<file path="config.mk">
export PLATFORM = sky130hd
export DESIGN_NAME = bt_axi_host_if
export DESIGN_NICKNAME = d
export VERILOG_FILES = /design/src/rtl/bt_axi_host_if.sv
export SDC_FILE = /design/constraint.sdc
export NUM_CORES = 1
export LEC_CHECK = 0
export ABC_AREA = 1
export CAP_MARGIN = 20
export CELL_PAD_IN_SITES_DETAIL_PLACEMENT = 1
export CELL_PAD_IN_SITES_GLOBAL_PLACEMENT = 2
export CORE_MARGIN = 2
export CORE_UTILIZATION = 35
export DETAILED_ROUTE_END_ITERATION = 8
export PLACE_DENSITY_LB_ADDON = 0.15
export SYNTH_ARGS = -nofsm -noshare
export SYNTH_HDL_FRONTEND = slang
export SYNTH_SLANG_ARGS = --single-unit
</file>
<file path="constraint.sdc">
create_clock -name clk_rx -period 2.4 [get_ports clk_rx]
set_input_delay 0.48 -clock clk_rx [delete_from_list [all_inputs] [get_ports clk_rx]]
set_output_delay 0.48 -clock clk_rx [all_outputs]
set_load 0.02 [all_outputs]
</file>
<file path="src/rtl/bt_axi_host_if.sv">
// bt_axi_host_if: AXI4-Lite host end of the Bluetooth UART byte interface.
// Holds received bytes in a small RX FIFO and turns TX_DATA register writes
// into single-cycle pushes to the TX character FIFO. Keeps sticky
// overrun/drop flags and drives a level interrupt. Single clock domain (clk_rx).
module bt_axi_host_if #(
    parameter int RX_DEPTH = 16,
    parameter int CNT_W    = 5
) (
    input  logic        clk_rx,
    input  logic        rst_clk_rx_n,
    // write address / data / response
    input  logic [3:0]  s_axi_awaddr,
    input  logic        s_axi_awvalid,
    output logic        s_axi_awready,
    input  logic [31:0] s_axi_wdata,
    input  logic [3:0]  s_axi_wstrb,
    input  logic        s_axi_wvalid,
    output logic        s_axi_wready,
    output logic [1:0]  s_axi_bresp,
    output logic        s_axi_bvalid,
    input  logic        s_axi_bready,
    // read address / data
    input  logic [3:0]  s_axi_araddr,
    input  logic        s_axi_arvalid,
    output logic        s_axi_arready,
    output logic [31:0] s_axi_rdata,
    output logic [1:0]  s_axi_rresp,
    output logic        s_axi_rvalid,
    input  logic        s_axi_rready,
    // UART byte interface
    input  logic [7:0]  rx_data,
    input  logic        rx_buf_rdy,
    output logic [7:0]  tx_data,
    output logic        tx_buf_en,
    input  logic        tx_buf_full,
    output logic        irq
);
    localparam int AW = (RX_DEPTH > 1) ? $clog2(RX_DEPTH) : 1;

    logic [7:0]       rx_mem [RX_DEPTH];
    logic [AW-1:0]    rd_ptr, wr_ptr;
    logic [CNT_W-1:0] rx_count;
    logic             rx_overrun, tx_drop, irq_en;

    logic             wr_hs, rd_hs, ctrl_wr, tx_wr, flush;
    logic             rx_empty, rx_full, pop, push, ov_set, drop_set;
    logic [1:0]       wr_sel, rd_sel;
    logic [31:0]      rd_word;

    // Ready outputs are combinational but forced low while reset is held.
    assign wr_hs         = rst_clk_rx_n & s_axi_awvalid & s_axi_wvalid & ~s_axi_bvalid;
    assign s_axi_awready = wr_hs;
    assign s_axi_wready  = wr_hs;
    assign s_axi_arready = rst_clk_rx_n & ~s_axi_rvalid;
    assign rd_hs         = s_axi_arvalid & s_axi_arready;
    assign s_axi_bresp   = 2'b00;
    assign s_axi_rresp   = 2'b00;

    assign wr_sel   = s_axi_awaddr[3:2];
    assign rd_sel   = s_axi_araddr[3:2];
    assign ctrl_wr  = wr_hs & (wr_sel == 2'd3);
    assign tx_wr    = wr_hs & (wr_sel == 2'd1) & s_axi_wstrb[0];
    assign flush    = ctrl_wr & s_axi_wdata[2];

    assign rx_empty = (rx_count == '0);
    assign rx_full  = (rx_count == CNT_W'(RX_DEPTH));
    // A pop frees a slot this cycle, so a push into a full FIFO still lands.
    // Flush overrides both and swallows a coincident push without flagging it.
    assign pop      = rd_hs & (rd_sel == 2'd0) & ~rx_empty;
    assign push     = rx_buf_rdy & (~rx_full | pop) & ~flush;
    assign ov_set   = rx_buf_rdy & rx_full & ~pop & ~flush;
    assign drop_set = tx_wr & tx_buf_full;

    // Register read mux, evaluated against the pre-update state.
    always_comb begin
        rd_word = '0;
        case (rd_sel)
            2'd0: rd_word = rx_empty ? 32'd0 : {23'd0, 1'b1, rx_mem[rd_ptr]};
            2'd1: rd_word = 32'd0;
            2'd2: rd_word = 32'({rx_count, 3'b000, tx_drop, rx_overrun,
                                 tx_buf_full, rx_full, ~rx_empty});
            default: rd_word = {28'd0, irq_en, 3'b000};
        endcase
    end

    // Write response: one beat per accepted write, held until bready.
    always_ff @(posedge clk_rx or negedge rst_clk_rx_n) begin
        if (!rst_clk_rx_n)      s_axi_bvalid <= 1'b0;
        else if (wr_hs)         s_axi_bvalid <= 1'b1;
        else if (s_axi_bready)  s_axi_bvalid <= 1'b0;
    end

    // Read data capture; rdata stays stable while rvalid waits for rready.
    always_ff @(posedge clk_rx or negedge rst_clk_rx_n) begin
        if (!rst_clk_rx_n) begin
            s_axi_rvalid <= 1'b0;
            s_axi_rdata  <= '0;
        end else if (rd_hs) begin
            s_axi_rvalid <= 1'b1;
            s_axi_rdata  <= rd_word;
        end else if (s_axi_rready) begin
            s_axi_rvalid <= 1'b0;
        end
    end

    // RX FIFO storage; no reset needed, validity is tracked by rx_count.
    always_ff @(posedge clk_rx) begin
        if (push) rx_mem[wr_ptr] <= rx_data;
    end

    // RX FIFO pointers and occupancy; pointers wrap naturally at RX_DEPTH.
    always_ff @(posedge clk_rx or negedge rst_clk_rx_n) begin
        if (!rst_clk_rx_n) begin
            rd_ptr   <= '0;
            wr_ptr   <= '0;
            rx_count <= '0;
        end else if (flush) begin
            rd_ptr   <= '0;
            wr_ptr   <= '0;
            rx_count <= '0;
        end else begin
            if (push) wr_ptr <= wr_ptr + AW'(1);
            if (pop)  rd_ptr <= rd_ptr + AW'(1);
            if (push && !pop)      rx_count <= rx_count + CNT_W'(1);
            else if (pop && !push) rx_count <= rx_count - CNT_W'(1);
        end
    end

    // Sticky status and control; a set wins over a same-cycle clear.
    always_ff @(posedge clk_rx or negedge rst_clk_rx_n) begin
        if (!rst_clk_rx_n) begin
            rx_overrun <= 1'b0;
            tx_drop    <= 1'b0;
            irq_en     <= 1'b0;
        end else begin
            rx_overrun <= ov_set   | (rx_overrun & ~(ctrl_wr & s_axi_wdata[0]));
            tx_drop    <= drop_set | (tx_drop    & ~(ctrl_wr & s_axi_wdata[1]));
            if (ctrl_wr) irq_en <= s_axi_wdata[3];
        end
    end

    // TX push pulse and level interrupt.
    always_ff @(posedge clk_rx or negedge rst_clk_rx_n) begin
        if (!rst_clk_rx_n) begin
            tx_data   <= '0;
            tx_buf_en <= 1'b0;
            irq       <= 1'b0;
        end else begin
            tx_buf_en <= tx_wr & ~tx_buf_full;
            if (tx_wr && !tx_buf_full) tx_data <= s_axi_wdata[7:0];
            irq <= irq_en & ~rx_empty;
        end
    end

    // Address LSBs, upper data bits and upper strobes carry no meaning here.
    logic unused_ok;
    assign unused_ok = &{1'b0, s_axi_awaddr[1:0], s_axi_araddr[1:0],
                         s_axi_wdata[31:8], s_axi_wstrb[3:1]};

endmodule

</file>
==> results of run 1 <==
[state kept, by name (all words and copies together), names as in the netlist]
signal,flops
irq,1
irq_en,1
rd_ptr,4
rx_count,5
rx_mem,128
rx_overrun,1
s_axi_bvalid,1
s_axi_rdata,13
s_axi_rvalid,1
tx_buf_en,1
tx_data,8
tx_drop,1
wr_ptr,4
[metrics by stage]
step | hold slack (ns) | power (uW)
after floorplan | 0.184 | 5960
after global placement | 0.459 | 7270
after detailed placement | 0.466 | 7410
after CTS | 0.117 | 10100
after global routing | 0.148 | 10600
final | 0.134 | 9940
[worst max-delay path, stage by stage]
cell and delay, ns:
clkdlybuf4s50_1 0.43, nor2_1 0.22, nand2_1 0.10, nand2_2 0.07
nand4_1 0.08, buf_4 0.17, fa_2 0.35, nand3_1 0.10
nand2_1 0.07, xor2_1 0.18, inv_1 0.06, nand2_1 0.07
nand2_1 0.05, nand2_1 0.06, nand2_1 0.04
[area by class of cell]
type | count | area, um2
Tap cell | 280 | 350
Inverter | 88 | 332
Multi-Input combinational cell | 457 | 2210
Clock buffer | 18 | 429
Sequential cell | 169 | 4870
Timing Repair Buffer | 109 | 995
Fill cell | 2412 | 12300
Clock inverter | 13 | 130
[power by group]
| part | total [uW] | leakage (uW) | switching, uW | internal [uW] |
|---|---|---|---|---|
| combinational | 3560 | 0.00201 | 2310 | 1250 |
| clock | 2650 | 0.000263 | 1130 | 1520 |
| sequential | 3730 | 0.00168 | 176 | 3550 |
| total | 9940 | 0.00395 | 3610 | 6330 |
[cells by family (layout without fill, tap and decap cells)]
logic type | after synthesis | count (layout)
AO/OA/AOI/OAI | 77 | 77
adder cells (fa/ha/maj) | 10 | 10
flip-flops | 169 | 169
XOR/XNOR | 5 | 5
other | 1 | 23
AND/OR/NAND/NOR | 342 | 342
buffers and inverters | 139 | 228
[timing repair]
action / CTS / global route
endpoints found under the setup margin: 3 / 3
gates resized for setup: 2 / 3
setup buffers: 1 / 1
pin swaps: 1 / 0
[synth_stat cells]
cell	count
clkinv_2	1
nand2_4	1
xor2_1	5
clkinv_1	1
clkbuf_1	14
dfrtp_1	41
o21ai_1	2
nor2_1	68
nor3_1	2
inv_2	5
nand2_2	4
o21ai_2	4
nor2_4	5
o211ai_1	12
o21a_1	1
inv_1	81
a21oi_1	14
nand4_1	1
and3_1	1
buf_6	2
o31ai_1	1
nor2_8	1
nand2_1	181
conb_1	1
nand4_2	1
edfxtp_1	128
or2_2	4
o22ai_1	1
nand3_4	2
nand3_1	71
buf_2	9
fa_1	1
ha_1	9
buf_4	26
o21ai_0	42
[routing by layer]
metal | wire length (um) | global-route usage
met4 | 190 | 0.0495
met3 | 575 | 0.0353
met2 | 10100 | 0.313
met1 | 8930 | 0.235
met5 | 0 | 0
[worst paths after layout]
kind                                        end            start  slack [ns]
worst max-delay path                rx_count[4]  s_axi_araddr[3]        0.18
max in group asynchronous             rd_ptr[0]     rst_clk_rx_n        2.05
min in group clk_rx              s_axi_rdata[0]   s_axi_rdata[0]        0.48
worst max register to register      rx_count[4]      rx_count[1]        0.21
worst min register to register   s_axi_rdata[0]   s_axi_rdata[0]        0.48
worst min-delay path            s_axi_rdata[10]     rst_clk_rx_n        0.13
[cells in the final DEF (no fill, tap or decap), types with 5 or more instances in the layout]
cell,Yosys,routed
clkdlybuf4s50_1,0,54
nand3_1,71,71
o21ai_0,42,42
inv_2,5,5
a21oi_1,14,14
nor2_4,5,5
inv_1,81,81
dfrtp_1,41,40
ha_1,9,8
nor2_1,68,68
clkbuf_16,0,17
xor2_1,5,5
nand2_1,181,181
conb_1,1,23
edfxtp_1,128,128
o211ai_1,12,12
buf_4,26,48
==> metrics.md, run 1 <==
| Metric | Value |
|---|---|
| Post-Synth Simple-Gate Area | `0.196` |
| Chip width | `152 um` |
| Nets | `roughly 910` |
| Synth area leader | `edfxtp_1` |
| Worst reg-to-reg path cell count | `14` |
| Drt drc | `0` |
| Port Buffers | `57` |
| Rows | `54` |
| Final design utilization | `0.431` |
| Largest net degree at the start of global routing | `73` |
| Register area share after synthesis | `0.638` |
| CTS tree | `built` |
| Final std cells w/o fill | `1,134` |
| FF+latch count, synth | `169` |
| Post-synth cell types | `35` |
| Mean routed wirelength per cell | `17.5 um` |
| Total track usage | `0.182` |
| DR vias/cell | `4.74` |
| Placed Cells | `1,101` |
| CP required | `2.72 ns` |
| Synth top area share | `0.504` |
| ANT nets after route | `0` |
| Synthesized-area fraction occupied by adder cells | `0.0174` |
| Die span in y | `152 um` |
| Post-synthesis cell count | `around 740` |
| Area growth syn-to-layout | `22.1%` |
| P per Cell Area | `around 1100 nW/um2` |
| Hold Fails Final Rpt | `0` |
| DRT iter0 DRCs | `314` |
| Highest clock rate | `0.451 GHz` |
| # IOs | `112` |
| Layout cell share with drive strength beyond 1 | `0.131` |
| Min Tclk post-route | `2.22 ns` |
| Clk_skew | `0.0122 ns` |
| CP arrival | `2.54 ns` |
| First-pass GRT wire length | `31,000 um` |
| Clock Tree Root | `clkbuf_16` |
| RSZ-0062 raised after global routing | `false` |
| Cell area after placement | `8730 um2` |
| Maximum vdd drop | `between 0.4 and 0.5 mV` |
| Final Cycle Share | `0.925` |
| ANT cells | `0` |
| TritonCTS buffer count | `17` |
| # hold bufs at CTS | `0` |
| Synth Area in Compound Gates | `0.0572` |
| Clock slew at reported path FFs | `0.06 ns` |
| Post-place setup slack | `-0.452 ns` |
| TNS Setup | `0 ns` |
| Worst hold path type | `input pin to async pin` |
| Vias in the first global route | `between 5,000 and 6,000` |
| Initial antenna violation count | `0` |
| Final setup viols | `0` |
| LEAKAGE | `0.00395 uW` |
| Post-synthesis instance area | `7630 um2` |
| Status | `complete, no violations` |
| Pins Over Slew Limit | `0` |
| Synth top area cells | `edfxtp_1 (50%), dfrtp_1 (13%), nand2_1 (8.9%)` |
| RD Place Congestion | `0.759` |
| Crit-path max FO | `4` |
| CP endpoint kind | `register` |
| Largest family of logic cells by synthesized area | `simple AND/OR/NAND/NOR gates` |
| Post-DP HPWL | `13,300 um` |
| Mean Syn Cell Area | `10.3 um2` |
| Mux share of post-synthesis cell area | `0` |
| Grt total ovfl | `0` |
| Max-cap violations | `0` |
| Synth warn | `0` |
| Die area | `roughly 23,000 um2` |
| Crit path kind | `input pin to register` |
| Clock Latency Late Sink | `0.43 ns` |
| Worst-margin pin slew | `~0.6 ns` |
| Floorplan core area | `about 22,000 um2` |
| Initial core utilization | `0.353` |
| Startpoint types | `input pin` |
| Slew HR | `0.597` |
| Fin area | `9320 um2` |
| H-tree depth | `4` |
| CTS max path bufs | `2` |
| Post-synthesis xor/xnor area fraction | `0.00574` |
| DR vias | `5,374` |
| Final WS setup | `0.181 ns` |
| Clock sink total | `around 170` |
| Total Wirelength | `between 15,000 and 20,000 um` |
| Pre-antenna DRT Iters | `4` |
Power figures use the tool's default switching activity.
==> run 2, diff against run 1 <==
==> constraint.sdc (replaced) <==
create_clock -name clk_rx -period 2.2 [get_ports clk_rx]
set_input_delay 0.44 -clock clk_rx [delete_from_list [all_inputs] [get_ports clk_rx]]
set_output_delay 0.44 -clock clk_rx [all_outputs]
set_load 0.02 [all_outputs]
==> metrics.md, run 2 (same netlist as run 1, synthesis figures left out) <==
| Metric | Value |
|---|---|
| Status | `complete, no violations` |
| Chip width | `152 um (unchanged)` |
| Total Wirelength | `19,800 um (-0.16%)` |
| Design Power | `11,000 uW (+10%)` |
| Layout cell share with drive strength beyond 1 | `0.156 (+0.0253)` |
| Largest registers | `rx_mem (128), s_axi_rdata (13), tx_data (8)` |
| Clock sink total | `169 (unchanged)` |
| Setup slack, reg-to-reg | `0.16 ns (-0.05 ns)` |
| Die area | `23,000 um2 (unchanged)` |
| CTS max path bufs | `2 (unchanged)` |
| RR Endpoint | `rx_count[4]` |
| Rows | `54 (unchanged)` |
| RD Place Congestion | `0.767 (+1.0%)` |
| ANT cells | `0 (unchanged)` |
| Die span in y | `152 um (unchanged)` |
| Clock slew at reported path FFs | `0.07 ns (about the same)` |
| Seq. cell area | `4870 um2 (about the same)` |
| Largest Register | `rx_mem` |
| Area growth syn-to-layout | `24.0%` |
| Clock Latency Late Sink | `0.43 ns (about the same)` |
| Crit-path max FO | `2 (-2)` |
| Grt total ovfl | `0 (unchanged)` |
| # IOs | `112 (unchanged)` |
| Final Cycle Share | `0.956` |
| Port Buffers | `57 (unchanged)` |
| Initial core utilization | `0.353 (unchanged)` |
| CP Capture Point | `s_axi_arready` |
| Worst reg-to-reg path cell count | `14 (unchanged)` |
| Nets | `921 (+0.88%)` |
| DR vias | `5,346 (-0.52%)` |
| CP endpoint kind | `output port` |
| Area occupied by multi-input gates | `2260 um2 (+2.3%)` |
| DRT iter0 DRCs | `258 (-18%)` |
| Clock Tree Root | `clkbuf_16` |
| Final WS setup | `0.0973 ns (-0.0837 ns)` |
| Placed Cells | `1,109 (+0.73%)` |
| Commonest non-fill, non-tap cell in the layout | `nand2_1` |
| CP arrival | `1.66 ns (-0.88 ns)` |
| Final std cells w/o fill | `1,143 (+0.79%)` |
| Slew HR | `0.600 (+0.00265)` |
| Filler cells | `2,413 (+0.041%)` |
| Initial antenna violation count | `0 (unchanged)` |
| Worst hold path type | `input pin to async pin` |
| P per Cell Area | `1160 nW/um2 (+8.8%)` |
| Min Tclk post-route | `around 2.1 ns` |
| Highest clock rate | `approximately 0.48 GHz` |
| Final setup viols | `0 (unchanged)` |
| Crit path kind | `register to output port` |
| Largest net degree at the start of global routing | `73 (unchanged)` |
| Worst-margin pin slew | `0.598 ns (-0.00396 ns)` |
| LEAKAGE | `0.00402 uW (+1.7%)` |
| Pre-antenna DRT Iters | `4 (unchanged)` |
| Post-place setup slack | `-0.571 ns (-0.120 ns)` |
| Max-cap violations | `0 (unchanged)` |
| Hold Fails Final Rpt | `0 (unchanged)` |
| DR vias/cell | `4.68 (-1.3%)` |
| Vias in the first global route | `5,712 (-0.99%)` |
| Maximum vdd drop | `0.588 mV (+24%)` |
| Post-DP HPWL | `13,700 um (+3.0%)` |
| Total track usage | `0.181 (-0.000637)` |
| ANT nets after route | `0 (unchanged)` |
| Max reg flops | `128 (unchanged)` |
| Setup crit start | `s_axi_rvalid` |
| Commonest cells after routing, fill and taps aside | `nand2_1 (178), edfxtp_1 (128), inv_1 (80)` |
| First-pass GRT wire length | `31,300 um (+0.73%)` |
| Startpoint types | `register` |
| CTS tree | `built` |
| Floorplan core area | `21,600 um2 (unchanged)` |
| Pins Over Slew Limit | `0 (unchanged)` |
| Mean routed wirelength per cell | `17.3 um (-0.95%)` |
| H-tree depth | `4 (unchanged)` |
| TritonCTS buffer count | `17 (unchanged)` |
| Drt drc | `0 (unchanged)` |
| Crit Reg-Reg Startpoint | `rx_count[2]` |
| Final design utilization | `0.438 (+0.00660)` |
| CP required | `1.76 ns (-0.96 ns)` |
| Clk_skew | `0.00858 ns (-0.00360 ns)` |
-- run 2: metrics by stage --
stage / hold WS (ns) / TNS, ns / instance area (um2)
after floorplan: 0.144 / 0 / 7730
after global placement: 0.277 / -19.18 / 8800
after detailed placement: 0.279 / -24.60 / 8800
after CTS: 0.0802 / -0.0146 / 9400
after global routing: 0.0903 / -0.00655 / 9460
final: 0.0725 / 0 / 9460
-- run 2: cell type report --
| type | count | share of cell area |
|---|---|---|
| tap | 280 | 0.0370 |
| multi-input combinational | 457 | 0.239 |
| clock inverter | 15 | 0.0160 |
| timing repair buffer | 117 | 0.112 |
| inverter | 88 | 0.0354 |
| clock buffer | 17 | 0.0450 |
| sequential | 169 | 0.515 |
-- run 2: report_power, final --
| part | internal (uW) | switching (uW) | leakage, uW | total, uW |
|---|---|---|---|---|
| Clock | 1510 | 1420 | 0.000278 | 2940 |
| Combinational | 1430 | 2520 | 0.00207 | 3950 |
| Sequential | 3880 | 215 | 0.00167 | 4090 |
| Total | 6820 | 4160 | 0.00402 | 11000 |
-- run 2: critical path, cell delays in order (launching register included) --
cell and delay (ns):
dfrtp_2 0.41, buf_4 0.14, nor2_1 0.09, clkdlybuf4s50_1 0.60
-- run 2: per-layer routing --
layer  up-vias  track usage  wire, um
met1      2654        0.244      9210
met2        68        0.306      9980
li1       2614            -         -
met5         -            0         0
met4         0       0.0472       116
met3        10       0.0287       497
-- run 2: what timing repair did --
item	CTS	global route
pin swaps	1	1
hold buffers	1	0
endpoints found under the hold margin	1	0
endpoints found under the setup margin	5	3
setup buffers	1	0
gates resized for setup	3	14
gates cloned	0	0
-- run 2: worst min path at each step --
stage	startpoint	end	slack, ns	cells after the start
after global placement	rst_clk_rx_n	s_axi_bvalid	0.28	1
after detailed placement	rst_clk_rx_n	s_axi_bvalid	0.28	1
after floorplan	rst_clk_rx_n	irq	0.14	0
after CTS	rst_clk_rx_n	tx_data[2]	0.08	2
after global routing	rst_clk_rx_n	s_axi_rdata[11]	0.09	2
final	rst_clk_rx_n	s_axi_rvalid	0.07	2
==> run 3, diff against run 2 <==
--- a/config.mk
+++ b/config.mk
@@ -13,6 +13,7 @@
 export CORE_UTILIZATION = 35
 export DETAILED_ROUTE_END_ITERATION = 8
 export PLACE_DENSITY_LB_ADDON = 0.15
+export SETUP_SLACK_MARGIN = 0.4
 export SYNTH_ARGS = -nofsm -noshare
 export SYNTH_HDL_FRONTEND = slang
 export SYNTH_SLANG_ARGS = --single-unit
==> metrics.md, run 3 (same netlist as run 1, synthesis figures left out) <==
| Metric | Value |
|---|---|
| Status | `complete, no violations` |
| DR vias | `5,474 (+2.4%)` |
| Setup slack, reg-to-reg | `0.02 ns (-0.14 ns)` |
| Top Family by Delay on Critical Path | `simple AND/OR/NAND/NOR gates` |
| Min Tclk post-route | `2.18 ns (+0.0800 ns)` |
| TritonCTS buffer count | `17 (unchanged)` |
| Largest Register | `rx_mem` |
| Clk_skew | `0.00940 ns (+0.000827 ns)` |
| Final design utilization | `0.471 (+0.0334)` |
| Final WS setup | `0.0173 ns (-0.0800 ns)` |
| Clock Latency Late Sink | `0.44 ns (about the same)` |
| First-pass GRT wire length | `32,500 um (+3.8%)` |
| Buffers & Inverters on Critical Path | `4 (+2)` |
| Die area | `23,000 um2 (unchanged)` |
| Crit Reg-Reg Startpoint | `s_axi_rvalid` |
| DR vias/cell | `4.74 (+1.2%)` |
| Fin area | `10,200 um2 (+7.6%)` |
| RSZ-0062 raised after global routing | `true` |
| RD Place Congestion | `0.763 (-0.47%)` |
| Largest registers | `rx_mem (128), s_axi_rdata (13), tx_data (8)` |
| Slew HR | `0.579 (-0.0206)` |
| Filler cells | `2,380 (-1.4%)` |
| Rows | `54 (unchanged)` |
| Post-place setup slack | `-0.617 ns (-0.0454 ns)` |
| Startpoint types | `register` |
| Critical path's slowest cell | `dfrtp_2` |
| Worst-margin pin slew | `0.629 ns (+0.0309 ns)` |
| Largest net degree at the start of global routing | `73 (unchanged)` |
| Nets | `935 (+1.5%)` |
| Hold_ws | `0.0420 ns (-0.0305 ns)` |
| Pre-antenna DRT Iters | `4 (unchanged)` |
| Post-DP HPWL | `13,700 um (-0.47%)` |
| Design Power | `11,900 uW (+8.0%)` |
| Worst path max stage delay | `0.41 ns (-0.19 ns)` |
| LEAKAGE | `0.00458 uW (+14%)` |
| CTS max path bufs | `2 (unchanged)` |
| H-tree depth | `4 (unchanged)` |
| Crit-path max FO | `4 (+2)` |
| Maximum vdd drop | `0.710 mV (+21%)` |
| # hold bufs at CTS | `0 (-1)` |
| CP endpoint kind | `register` |
| Commonest cells after routing, fill and taps aside | `nand2_1 (173), edfxtp_1 (128), inv_1 (79)` |
| Vias in the first global route | `5,892 (+3.2%)` |
| Initial core utilization | `0.353 (unchanged)` |
| Die span in y | `152 um (unchanged)` |
| Clock slew at reported path FFs | `0.07 ns (about the same)` |
| DRT iter0 DRCs | `220 (-15%)` |
| Crit path kind | `register to register` |
| Sequence of cells on the critical path | `inv_2 -> nand3_4 -> clkinv_4 -> nand2_4 -> nand2_4 -> nand4_1 -> buf_6 -> fa_2 -> nand3_2 -> nand2_2 -> xor2_2 -> inv_1 -> nand2_1 -> nand2_1 -> nand2_1 -> nand2_1` |
| Layout cell share with drive strength beyond 1 | `0.202 (+0.0456)` |
| Max reg flops | `128 (unchanged)` |
| Worst reg-to-reg path cell count | `16 (+2)` |
| P per Cell Area | `1170 nW/um2 (+0.38%)` |
| Worst hold path type | `input pin to async pin` |
| Total Wirelength | `20,700 um (+4.7%)` |
| Grt total ovfl | `0 (unchanged)` |
| Clock sink total | `169 (unchanged)` |
| Pins Over Slew Limit | `0 (unchanged)` |
| Highest clock rate | `0.458 GHz (-3.7%)` |
| Final setup viols | `0 (unchanged)` |
| Hold Fails Final Rpt | `0 (unchanged)` |
| Clock Tree Root | `clkbuf_16` |
| Area growth syn-to-layout | `33.4%` |
| ANT nets after route | `0 (unchanged)` |
| Drt drc | `0 (unchanged)` |
| Commonest non-fill, non-tap cell in the layout | `nand2_1` |
| CP required | `2.53 ns (+0.77 ns)` |
| Floorplan core area | `21,600 um2 (unchanged)` |
| ANT cells | `0 (unchanged)` |
| Initial antenna violation count | `0 (unchanged)` |
| Cell area after placement | `9040 um2 (+2.7%)` |
| # IOs | `112 (unchanged)` |
| Chip width | `152 um (unchanged)` |
| Port Buffers | `57 (unchanged)` |
| Final Cycle Share | `0.992 (+0.0364)` |
| Mean routed wirelength per cell | `17.9 um (+3.5%)` |
| Most used cell, CP | `nand2_1` |
| RR Endpoint | `rx_count[4]` |
| Total track usage | `0.191 (+0.00965)` |
| CTS tree | `built` |
| CP arrival | `2.51 ns (+0.85 ns)` |
| Max-cap violations | `0 (unchanged)` |
[run 3: worst reg2reg max path, cell delays in order, from the launching register on]
cell	delay [ns]
dfrtp_2	0.41
inv_2	0.08
nand3_4	0.10
clkinv_4	0.07
nand2_4	0.04
nand2_4	0.06
nand4_1	0.18
buf_6	0.19
fa_2	0.35
nand3_2	0.08
nand2_2	0.06
xor2_2	0.15
inv_1	0.07
nand2_1	0.06
nand2_1	0.06
nand2_1	0.07
nand2_1	0.05
[run 3: worst max path at each step]
| stage | from | to | slack, ns | cells past startpoint |
|---|---|---|---|---|
| 3_5_place_dp | s_axi_araddr[3] | rx_count[4] | -0.62 | 14 |
| 3_3_place_gp | s_axi_araddr[3] | rx_count[4] | -0.46 | 14 |
| 5_1_grt | s_axi_rvalid | rx_count[4] | -0.11 | 16 |
| 4_1_cts | rx_count[2] | rx_count[4] | 0.003 | 14 |
| 2_1_floorplan | s_axi_rvalid | rx_count[4] | 0.003 | 15 |
| 6_report | s_axi_rvalid | rx_count[4] | 0.02 | 16 |
[run 3: per-layer routing]
layer / vias up / wire length, um / track usage / share of wire
li1: 2637 / - / - / -
met1: 2722 / 9190 / 0.250 / 0.44
met2: 91 / 10500 / 0.321 / 0.51
met3: 24 / 698 / 0.0356 / 0.034
met4: 0 / 361 / 0.0625 / 0.017
met5: - / 0 / 0 / 0
[run 3: what timing repair did]
item	4_1_cts	5_1_grt
gates resized for setup	57	54
buffers inserted	11	7
endpoints found under the setup margin	162	169
pin swaps	13	21
hold endpoints to repair	0	0
gates cloned	0	0
[run 3: cell type report]
cell class                      count  area [um2]  area share
Inverter                           88         338      0.0332
Tap cell                          280         350      0.0344
Clock buffer                       17         425      0.0418
Multi-Input combinational cell    457        2500       0.246
Timing Repair Buffer              131        1490       0.146
Sequential cell                   169        4870       0.479
Clock inverter                     14         204      0.0200
[run 3: metrics by stage]
step / setup TNS (ns) / cells
finish: 0 / 1156
global route: -0.157 / 1156
detailed placement: -33.95 / 1107
global placement: -28.12 / 1107
CTS: 0 / 1149
floorplan: 0 / 765
[run 3: power breakdown]
part           total (uW)  switching (uW)  leakage, uW  internal (uW)
clock network        3240            1250     0.000299           1990
logic                4530            2840      0.00260           1700
registers            4090             211      0.00167           3880
total               11900            4290      0.00458           7570
